### config.mk
export PLATFORM = sky130hd
export DESIGN_NAME = iir_allpole_serial
export DESIGN_NICKNAME = d
export VERILOG_FILES = /design/src/rtl/iir_pkg.sv /design/src/rtl/iir_sat_round.sv /design/src/rtl/iir_allpole_serial.sv
export SDC_FILE = /design/constraint.sdc
export NUM_CORES = 1
export LEC_CHECK = 0
export ABC_AREA = 1
export BUFFER_PORTS_ARGS = -buffer_cell sky130_fd_sc_hd__buf_2
export CORE_MARGIN = 8
export CORE_UTILIZATION = 40
export CTS_BUF_LIST = sky130_fd_sc_hd__clkbuf_8 sky130_fd_sc_hd__clkbuf_16
export DETAILED_ROUTE_END_ITERATION = 8
export PLACE_DENSITY = 0.66
export REMOVE_ABC_BUFFERS = 1
export SYNTH_ARGS = -nofsm -noshare
export SYNTH_HDL_FRONTEND = slang
export SYNTH_SLANG_ARGS = --single-unit
### constraint.sdc
create_clock -name clk -period 4.95 [get_ports clk]
set_clock_uncertainty 0.1 [all_clocks]
set_input_delay 0.2475 -clock clk [delete_from_list [all_inputs] [get_ports clk]]
set_output_delay 0.2475 -clock clk [all_outputs]
set_load 0.05 [all_outputs]
### src/rtl/iir_pkg.sv
// Shared definitions for the serial all-pole IIR filter family.
//   Q_FRAC / ROUND_CONST : fractional bits of the Q1.15 coefficients and the
//                          half-LSB constant used for round-half-up.
//   sample_t / coeff_t / acc_t : default-width sample, coefficient, accumulator.
//   state_t   : sequencer states of the serial MAC.
//   A_DEFAULT : default feedback taps a[1..8] (a[1] = -0.5, i.e. y += 0.5*y[n-1]).
package iir_pkg;

  localparam int Q_FRAC      = 15;
  localparam int ROUND_CONST = 1 << (Q_FRAC - 1);

  localparam int N_DEF       = 24;
  localparam int N_COEFF_DEF = 16;
  localparam int N_TAPS_DEF  = 9;
  localparam int ACC_W_DEF   = N_DEF + N_COEFF_DEF + $clog2(N_TAPS_DEF) + 1;

  typedef logic signed [N_DEF-1:0]       sample_t;
  typedef logic signed [N_COEFF_DEF-1:0] coeff_t;
  typedef logic signed [ACC_W_DEF-1:0]   acc_t;

  typedef enum logic [1:0] {IDLE, MAC, ROUND, HOLD} state_t;

  localparam coeff_t A_DEFAULT [1:N_TAPS_DEF-1] = '{
    16'hC000, 16'h0000, 16'h0000, 16'h0000,
    16'h0000, 16'h0000, 16'h0000, 16'h0000
  };

endpackage

### src/rtl/iir_sat_round.sv
// Combinational output stage: converts a Q.15-scaled accumulator into an
// integer sample with round-half-up, then clamps to the sample range.
//   acc    : signed accumulator, ACC_W bits, Q_FRAC fractional bits
//   sample : rounded, saturated signed N-bit result
module iir_sat_round
  import iir_pkg::*;
#(
  parameter int N     = 24,
  parameter int ACC_W = 44
) (
  input  logic signed [ACC_W-1:0] acc,
  output logic signed [N-1:0]     sample
);

  localparam logic signed [ACC_W-1:0] RC   = ACC_W'(ROUND_CONST);
  localparam logic signed [ACC_W-1:0] MAXV = {{(ACC_W-N+1){1'b0}}, {(N-1){1'b1}}};
  localparam logic signed [ACC_W-1:0] MINV = {{(ACC_W-N+1){1'b1}}, {(N-1){1'b0}}};

  logic signed [ACC_W-1:0] biased;
  logic signed [ACC_W-1:0] shifted;

  // Adding half an LSB before the arithmetic (floor) shift gives round-half-up,
  // so -1.5 -> -1 and +0.5 -> +1; the resulting limit cycles are intentional.
  assign biased  = acc + RC;
  assign shifted = biased >>> Q_FRAC;

  always_comb begin
    if (shifted > MAXV) begin
      sample = MAXV[N-1:0];
    end else if (shifted < MINV) begin
      sample = MINV[N-1:0];
    end else begin
      sample = shifted[N-1:0];
    end
  end

endmodule

### src/rtl/iir_allpole_serial.sv
// Serial-MAC all-pole IIR: y[n] = x[n] - sum_{k=1}^{N_taps-1} a[k]*y[n-k].
// One multiplier is time-shared, one tap per clock, under a small FSM.
//   clk, reset_n  : clock, asynchronous active-low reset
//   clear         : synchronous flush of history / in-flight sample
//   data_in, in_valid, in_ready    : input sample handshake (in_ready only in IDLE)
//   data_out, out_valid, out_ready : output sample handshake (held until taken)
module iir_allpole_serial
  import iir_pkg::*;
#(
  parameter int N       = 24,
  parameter int N_coeff = 16,
  parameter int N_taps  = 9,
  parameter logic signed [N_coeff-1:0] A_COEF [1:N_taps-1] = A_DEFAULT
) (
  input  logic                clk,
  input  logic                reset_n,
  input  logic                clear,
  input  logic signed [N-1:0] data_in,
  input  logic                in_valid,
  output logic                in_ready,
  output logic signed [N-1:0] data_out,
  output logic                out_valid,
  input  logic                out_ready
);

  localparam int ACC_W  = N + N_coeff + $clog2(N_taps) + 1;
  localparam int PROD_W = N + N_coeff;
  localparam int K_W    = $clog2(N_taps);

  state_t                    state_reg, state_next;
  logic signed [ACC_W-1:0]   acc_reg, acc_next;
  logic [K_W-1:0]            k_reg, k_next;
  logic signed [N-1:0]       data_out_reg, data_out_next;
  logic                      out_valid_reg, out_valid_next;
  logic                      hist_shift;
  logic                      hist_clear;

  logic signed [N-1:0]       yh [0:N_taps-2];
  logic signed [N_coeff-1:0] coeff_sel;
  logic signed [N-1:0]       hist_sel;
  logic signed [PROD_W-1:0]  prod;
  logic signed [ACC_W-1:0]   prod_ext;
  logic signed [ACC_W-1:0]   acc_load;
  logic signed [N-1:0]       rounded;

  // Tap select: k addresses coefficient a[k] and history y[n-k] (yh[k-1]).
  always_comb begin
    coeff_sel = '0;
    hist_sel  = '0;
    for (int i = 1; i < N_taps; i++) begin
      if (k_reg == K_W'(i)) begin
        coeff_sel = A_COEF[i];
        hist_sel  = yh[i-1];
      end
    end
  end

  assign prod     = {{N{coeff_sel[N_coeff-1]}}, coeff_sel} *
                    {{N_coeff{hist_sel[N-1]}}, hist_sel};
  assign prod_ext = {{(ACC_W-PROD_W){prod[PROD_W-1]}}, prod};
  // x[n] enters with a[0] = 1.0, i.e. aligned to the Q.15 product scale.
  assign acc_load = {{(ACC_W-N-Q_FRAC){data_in[N-1]}}, data_in, {Q_FRAC{1'b0}}};

  iir_sat_round #(
    .N     (N),
    .ACC_W (ACC_W)
  ) u_sat_round (
    .acc    (acc_reg),
    .sample (rounded)
  );

  always_comb begin
    state_next     = state_reg;
    acc_next       = acc_reg;
    k_next         = k_reg;
    data_out_next  = data_out_reg;
    out_valid_next = out_valid_reg;
    hist_shift     = 1'b0;
    hist_clear     = 1'b0;
    if (clear) begin
      state_next     = IDLE;
      acc_next       = '0;
      out_valid_next = 1'b0;
      hist_clear     = 1'b1;
    end else begin
      case (state_reg)
        IDLE: begin
          if (in_valid) begin
            acc_next   = acc_load;
            k_next     = K_W'(1);
            state_next = MAC;
          end
        end
        MAC: begin
          acc_next = acc_reg - prod_ext;
          k_next   = k_reg + K_W'(1);
          if (k_reg == K_W'(N_taps - 1)) begin
            state_next = ROUND;
          end
        end
        ROUND: begin
          data_out_next  = rounded;
          hist_shift     = 1'b1;
          out_valid_next = 1'b1;
          state_next     = HOLD;
        end
        HOLD: begin
          if (out_ready) begin
            out_valid_next = 1'b0;
            state_next     = IDLE;
          end
        end
        default: state_next = IDLE;
      endcase
    end
  end

  always_ff @(posedge clk or negedge reset_n) begin
    if (!reset_n) begin
      state_reg     <= IDLE;
      acc_reg       <= '0;
      k_reg         <= '0;
      data_out_reg  <= '0;
      out_valid_reg <= 1'b0;
    end else begin
      state_reg     <= state_next;
      acc_reg       <= acc_next;
      k_reg         <= k_next;
      data_out_reg  <= data_out_next;
      out_valid_reg <= out_valid_next;
    end
  end

  // History shifts only when a result is produced; it stores the saturated
  // value so the fed-back sample equals the emitted one.
  for (genvar gi = 0; gi < N_taps - 1; gi++) begin : g_hist
    logic signed [N-1:0] stage_reg;
    logic signed [N-1:0] stage_in;
    if (gi == 0) begin : g_head
      assign stage_in = rounded;
    end else begin : g_body
      assign stage_in = yh[gi-1];
    end
    always_ff @(posedge clk or negedge reset_n) begin
      if (!reset_n) begin
        stage_reg <= '0;
      end else if (hist_clear) begin
        stage_reg <= '0;
      end else if (hist_shift) begin
        stage_reg <= stage_in;
      end
    end
    assign yh[gi] = stage_reg;
  end

  assign in_ready  = (state_reg == IDLE);
  assign data_out  = data_out_reg;
  assign out_valid = out_valid_reg;

endmodule

**Yosys cells after proc, flatten, opt, wreduce, memory -nomap -nowiden**

Index checks and enable logic that the tools add are counted.

- Add/sub/neg operators: 3
- Multiply operators: 1
- $lt $le $gt $ge: 2
- Equality and inequality tests: 15
- Multiplexer cells: 50
- Bitwise operators: 1
- Reduce and logical (&&, ||, !) cells: 10

Operator list:

| kind | number |
|---|---|
| 24-bit two-way mux | 26 |
| 16-bit two-way mux | 8 |
| 45-bit two-way mux | 2 |
| 45-bit case mux with 2 select lines | 1 |
| 45-bit by 16-bit adder with 45-bit output (second input constant) | 1 |
| 45-bit by 40-bit subtractor with 45-bit output | 1 |
| 16-bit by 24-bit multiplier with 40-bit output | 1 |
| 30-bit by 24-bit > comparator with 1-bit output (second input constant) | 1 |
| 30-bit by 24-bit less-than comparator with 1-bit output (second input constant) | 1 |
| 4-bit by 3-bit == test with 1-bit output (second input constant) | 4 |
| 3-bit inequality test (second input constant) | 3 |
| 4-bit by 2-bit == test with 1-bit output (second input constant) | 2 |
| 2-bit two-way mux | 4 |
| 2-bit case mux with 4 select lines | 1 |
| 4-bit case mux with 2 select lines | 1 |
| 2-bit AND reduction | 3 |
| 3-bit AND reduction | 2 |
| 3-bit nonzero test | 2 |
| 1-bit two-way mux | 5 |
| 4-bit by 1-bit adder with 4-bit output (second input constant) | 1 |
| 2-bit == test (second input constant) | 2 |
| 4-bit by 1-bit == test with 1-bit output (second input constant) | 1 |
| 4-bit == test (second input constant) | 1 |
| 4-bit two-way mux | 1 |
| 6 further kinds | 7 |

- Flip-flop bits (word level): 268
- Bits of input ports: 29
- Output and inout port bits: 26
- Logic and storage cells: 95

**Depth between registers and ports, before layout**

- Depth in word-level cells: 13
- Depth in mapped cells: 38
- Gate-level depth less buffers: 38

**Cells and area by module**

A second synthesis with hierarchy kept.

- Cells, all modules: 2611
- Area total of the unflattened synthesis: 18940.7 um^2

Modules (own cells, without submodules):

| module | instances | cells an instance | area an instance (um^2) |
|---|---|---|---|
| iir_allpole_serial | 1 | 2390 | 17779.6 |
| iir_sat_round | 1 | 221 | 1161.1 |

**Worst setup path after synthesis**

Ideal clock, no wire load.

- Path type: flip-flop to flip-flop
- From: register k_reg[0]
- To: register acc_reg[32]
- Setup time: 0.116 ns
- Arrival time: 5.088 ns
- Data required time: 4.734 ns
- Slack: -0.355 ns
- Stages on the path, launching flop included: 34
- Buffers on the path: 2
- Cell sequence: dfrtp_1 inv_1 ha_1 nand3_1 nand2_1 buf_2 buf_1 a21oi_1 nand2_1 nand3_1 nand2_1 nor2_1 ha_1 inv_1 nor3_2 nor2_1 ha_1 ha_1 inv_1 fa_1 inv_1 ha_1 inv_1 ha_1 a21oi_1 o21ai_0 a21oi_1 nand3_1 nand2_1 nand2_1 nand2_1 nand3_1 nand2_1 nand2_1

- Cells in the longest elaborated chain, start to end: 13
- Elaborated cells between the ends (all ways): 28
- Those cells by class: 1 x add/sub; 1 x mul; 8 x eq/ne; 18 x mux

RTL lines:

| what | RTL line | RTL |
|---|---|---|
| start: declaration | iir_allpole_serial.sv:32 | `logic [K_W-1:0] k_reg, k_next;` |
| start signal: assignment | iir_allpole_serial.sv:128 | `k_reg <= k_next;` |
| 4-bit by 1-bit == test with 1-bit output | iir_allpole_serial.sv:51 | `if (k_reg == K_W'(i)) begin` |
| 24-bit two-way mux / 16-bit two-way mux (equally long branches) (8 in a row) | iir_allpole_serial.sv:51 |  |
| 16-bit by 24-bit multiplier with 40-bit output * | iir_allpole_serial.sv:58 | `assign prod = {{N{coeff_sel[N_coeff-1]}}, coeff_sel} *` |
| 45-bit by 40-bit subtractor with 45-bit output * | iir_allpole_serial.sv:95 | `acc_next = acc_reg - prod_ext;` |
| 45-bit case mux with 2 select lines * | iir_allpole_serial.sv:86 | `case (state_reg)` |
| 45-bit two-way mux * | iir_allpole_serial.sv:80 | `if (clear) begin` |
| end signal: assignment | iir_allpole_serial.sv:127 | `acc_reg <= acc_next;` |
| end: declaration | iir_allpole_serial.sv:31 | `logic signed [ACC_W-1:0] acc_reg, acc_next;` |

Every way passes the cells marked *; elsewhere a longest branch is shown, timed or not.
A chain may end at the register's enable or synchronous reset.

**Final worst setup path**

- From: register k_reg[0]
- To: register acc_reg[29]

Same word-level chain as after synthesis.

==> results.sh <==
export IMPL_clockBufferDepth=3
export IMPL_synthFlopType="sky130_fd_sc_hd__dfrtp_1"
export IMPL_floorplan_initialDensity_pct=40.4
export IMPL_cts_clk_slew_worst_paths_ns=0.06
export IMPL_maxClockFrequency_ghz=0.192
export IMPL_drtPass1Iterations=6
export IMPL_finalSetupViolCount=24
export IMPL_worstMarginPinSlew_ns=1.14
export IMPL_drc=0
export IMPL_setup_ws_ns=-0.248
export IMPL_result_of_the_run="finished, violations left"
export IMPL_layout_area_overhead_vs_synth_pct=37.2
export IMPL_holdWs_ns=0.0796
export IMPL_timing_critical_path_max_delay_family="adder cells"
export IMPL_slowest_stage="sky130_fd_sc_hd__fa_1"
export IMPL_route_final_wire_length_um=60700
export IMPL_crit_arrival_ns=5.58
export IMPL_cts_sink_count=261
export IMPL_design_die_area_um2=52700
export IMPL_share_of_the_synthesized_area_in_compound_gates_ao_oa_aoi_oai_pct=13.6
export IMPL_first_pass_grt_wire_length_um=95000
export IMPL_ios=55
export IMPL_yosysUniqueCellTypes=45
export IMPL_tritoncts="yes"
export IMPL_critical_path_required_ns=5.33
export IMPL_htreeDepth=1
export IMPL_grt_antenna_before_repair=0
export IMPL_yosys_area_share_adder_pct=13.3
export IMPL_gr_usage_all_layers_pct=21.9
export IMPL_setup_total_negative_slack_ns=-3.92
export IMPL_detail_route_wl_per_cell_um=18.2
export IMPL_synth_ff_latch_count=261
export IMPL_cts_buffers_inserted=31
export IMPL_cp_slowest_stage_delay_ns=0.53
export IMPL_synth_top_area_share_pct=35.8
export IMPL_row_count=78
export IMPL_worst_setup_path_start_kind="flop"
export IMPL_yosys_top_cells_area="sky130_fd_sc_hd__dfrtp_1 36%, sky130_fd_sc_hd__nand2_1 12%, sky130_fd_sc_hd__ha_1 11%"
export IMPL_finish_utilization_pct=55.5
export IMPL_fin_crit_ns=5.20
export IMPL_final_hold_violation_count=0
export IMPL_synth_largest_area_cell="sky130_fd_sc_hd__dfrtp_1"
export IMPL_dieWidth_um=230
export IMPL_core_region_area_um2=45200
export IMPL_combinational_family_with_the_most_area_after_synthesis="simple AND/OR/NAND/NOR gates"
export IMPL_finalMaxSlewViolations=0
export IMPL_synth_cells_most_frequent="564 x sky130_fd_sc_hd__nand2_1, 449 x sky130_fd_sc_hd__inv_1, 261 x sky130_fd_sc_hd__dfrtp_1"
export IMPL_synthMuxAreaShare_pct=0
export IMPL_netlist_area_um2=18300
export IMPL_place_port_buffers=54
export IMPL_min_path_type="in -> reg"
export IMPL_diodes=0
export IMPL_yosys_cell_count_top_type="sky130_fd_sc_hd__nand2_1"
export IMPL_worstPathBufferInverterCount=9
export IMPL_cts_root_buffer_cell="sky130_fd_sc_hd__clkbuf_16"
export IMPL_insertion_delay_ns=0.60
export IMPL_critical_path_class="reg -> reg"
export IMPL_first_global_vias=17900
export IMPL_postSynth_asyncResetShare_pct=100
export IMPL_timing_critical_path_fanout_max=9
export IMPL_global_route_overflow_total=0
export IMPL_post_dp_hpwl_um=42500
export IMPL_finalWeightedCongestion=0.951
export IMPL_drt_first_iter_violations=1365
export IMPL_period_utilization_pct=105
export IMPL_die_h_um=230
export IMPL_timing_max_cap_violations=0
export IMPL_setup_worst_path_end_class="flop"
export IMPL_placement_setup_worst_slack_ns=-0.871
export IMPL_netlist_instances=2466
export IMPL_via_count=17800
export IMPL_yosys_area_share_simple_pct=23.9
export IMPL_yosys_area_share_xor_xnor_pct=1.92
export IMPL_grt_setup_unrepaired="true"
export IMPL_synth_edff_count=0
export IMPL_viasPerCell=5.33
export IMPL_antenna_violating_nets_post_route=0
export IMPL_slew_headroom_pct=24.2
export IMPL_yosysWarnings=0
export IMPL_part_of_the_yosys_area_used_for_sequential_elements_pct=35.8
export IMPL_syn_avg_cell_area_um2=7.40
export IMPL_largest_register_ffs=186
export IMPL_drive_gt1_share_pct=30.4
export IMPL_pin_count_of_the_biggest_net_entering_global_routing=110
export IMPL_layout_nets=2919
export IMPL_violations="negative setup slack"
## final timing paths
path	from	endpoint	slack (ns)	cells after the start
max	k_reg[0]	acc_reg[29]	-0.25	31
min	clear	state_reg[1]	0.08	4
max reg2reg	k_reg[0]	acc_reg[29]	-0.25	31
min reg2reg	data_out[0]	data_out[0]	0.38	2
max in group asynchronous	reset_n	g_hist[3].stage_reg[11]	3.30	3
min in group asynchronous	reset_n	g_hist[2].stage_reg[19]	0.20	2
## per-layer routing
| metal | GRT usage (%) | share of wire [%] | wire, µm | vias to the layer above |
|---|---|---|---|---|
| li1 | - | - | - | 8475 |
| met1 | 28.1 | 43 | 26000 | 8625 |
| met2 | 37.7 | 49 | 29500 | 522 |
| met3 | 2.73 | 4.7 | 2850 | 160 |
| met4 | 7.77 | 3.9 | 2350 | 0 |
| met5 | 0 | 0 | 0 | - |
## cells in the final DEF (no fill, tap or decap), types with 40 or more instances in the layout
| cell type | count |
|---|---|
| sky130_fd_sc_hd__inv_2 | 51 |
| sky130_fd_sc_hd__buf_4 | 161 |
| sky130_fd_sc_hd__o21ai_0 | 53 |
| sky130_fd_sc_hd__inv_1 | 402 |
| sky130_fd_sc_hd__nand3_2 | 64 |
| sky130_fd_sc_hd__ha_1 | 72 |
| sky130_fd_sc_hd__buf_2 | 53 |
| sky130_fd_sc_hd__a21oi_1 | 61 |
| sky130_fd_sc_hd__nand2_1 | 444 |
| sky130_fd_sc_hd__o22ai_1 | 157 |
| sky130_fd_sc_hd__buf_6 | 45 |
| sky130_fd_sc_hd__nor2_1 | 140 |
| sky130_fd_sc_hd__ha_4 | 78 |
| sky130_fd_sc_hd__dfrtp_1 | 260 |
| sky130_fd_sc_hd__nor2_4 | 40 |
| sky130_fd_sc_hd__nand2_2 | 80 |
| sky130_fd_sc_hd__nand3_1 | 107 |
| sky130_fd_sc_hd__nand2_4 | 43 |
## kinds of logic after synthesis
family / Yosys count
simple gates: 1015
buf+inv: 550
compound gates: 421
flops: 261
fa+ha+maj: 179
xor+xnor: 40
## stage by stage
step / std cells / area (µm²)
finish: 3335 / 25100
global route: 3335 / 25100
CTS: 3322 / 24100
detailed placement: 3211 / 20400
global placement: 3211 / 20400
floorplan: 2375 / 17900
## worst reg2reg max path: cells and delay by family, from the launching register on
kind / cells / cell delay, ns
adder cells (fa/ha/maj): 6 / 1.92
AND/OR/NAND/NOR: 12 / 0.98
buffers and inverters: 9 / 0.95
AO/OA/AOI/OAI: 4 / 0.68
flip-flops: 1 / 0.45
## timing repair
action / CTS / global route
hold endpoints to repair: 131 / 0
setup endpoints to repair: 26 / 27
hold buffers: 26 / 0
setup buffers: 28 / 14
pin swaps: 245 / 154
resized for setup: 463 / 213
cloned: 2 / 0
## layout make-up
cell class | count | area [µm²]
fill | 3983 | 20100
sequential | 261 | 6530
clock inverter | 18 | 204
multi-input combinational | 1656 | 12400
clock buffer | 39 | 886
timing repair buffer | 302 | 2580
inverter | 459 | 1750
tap | 600 | 751
Power is not shown: default switching activity piles up to over one toggle a cycle in this logic, so the estimate is an artifact.
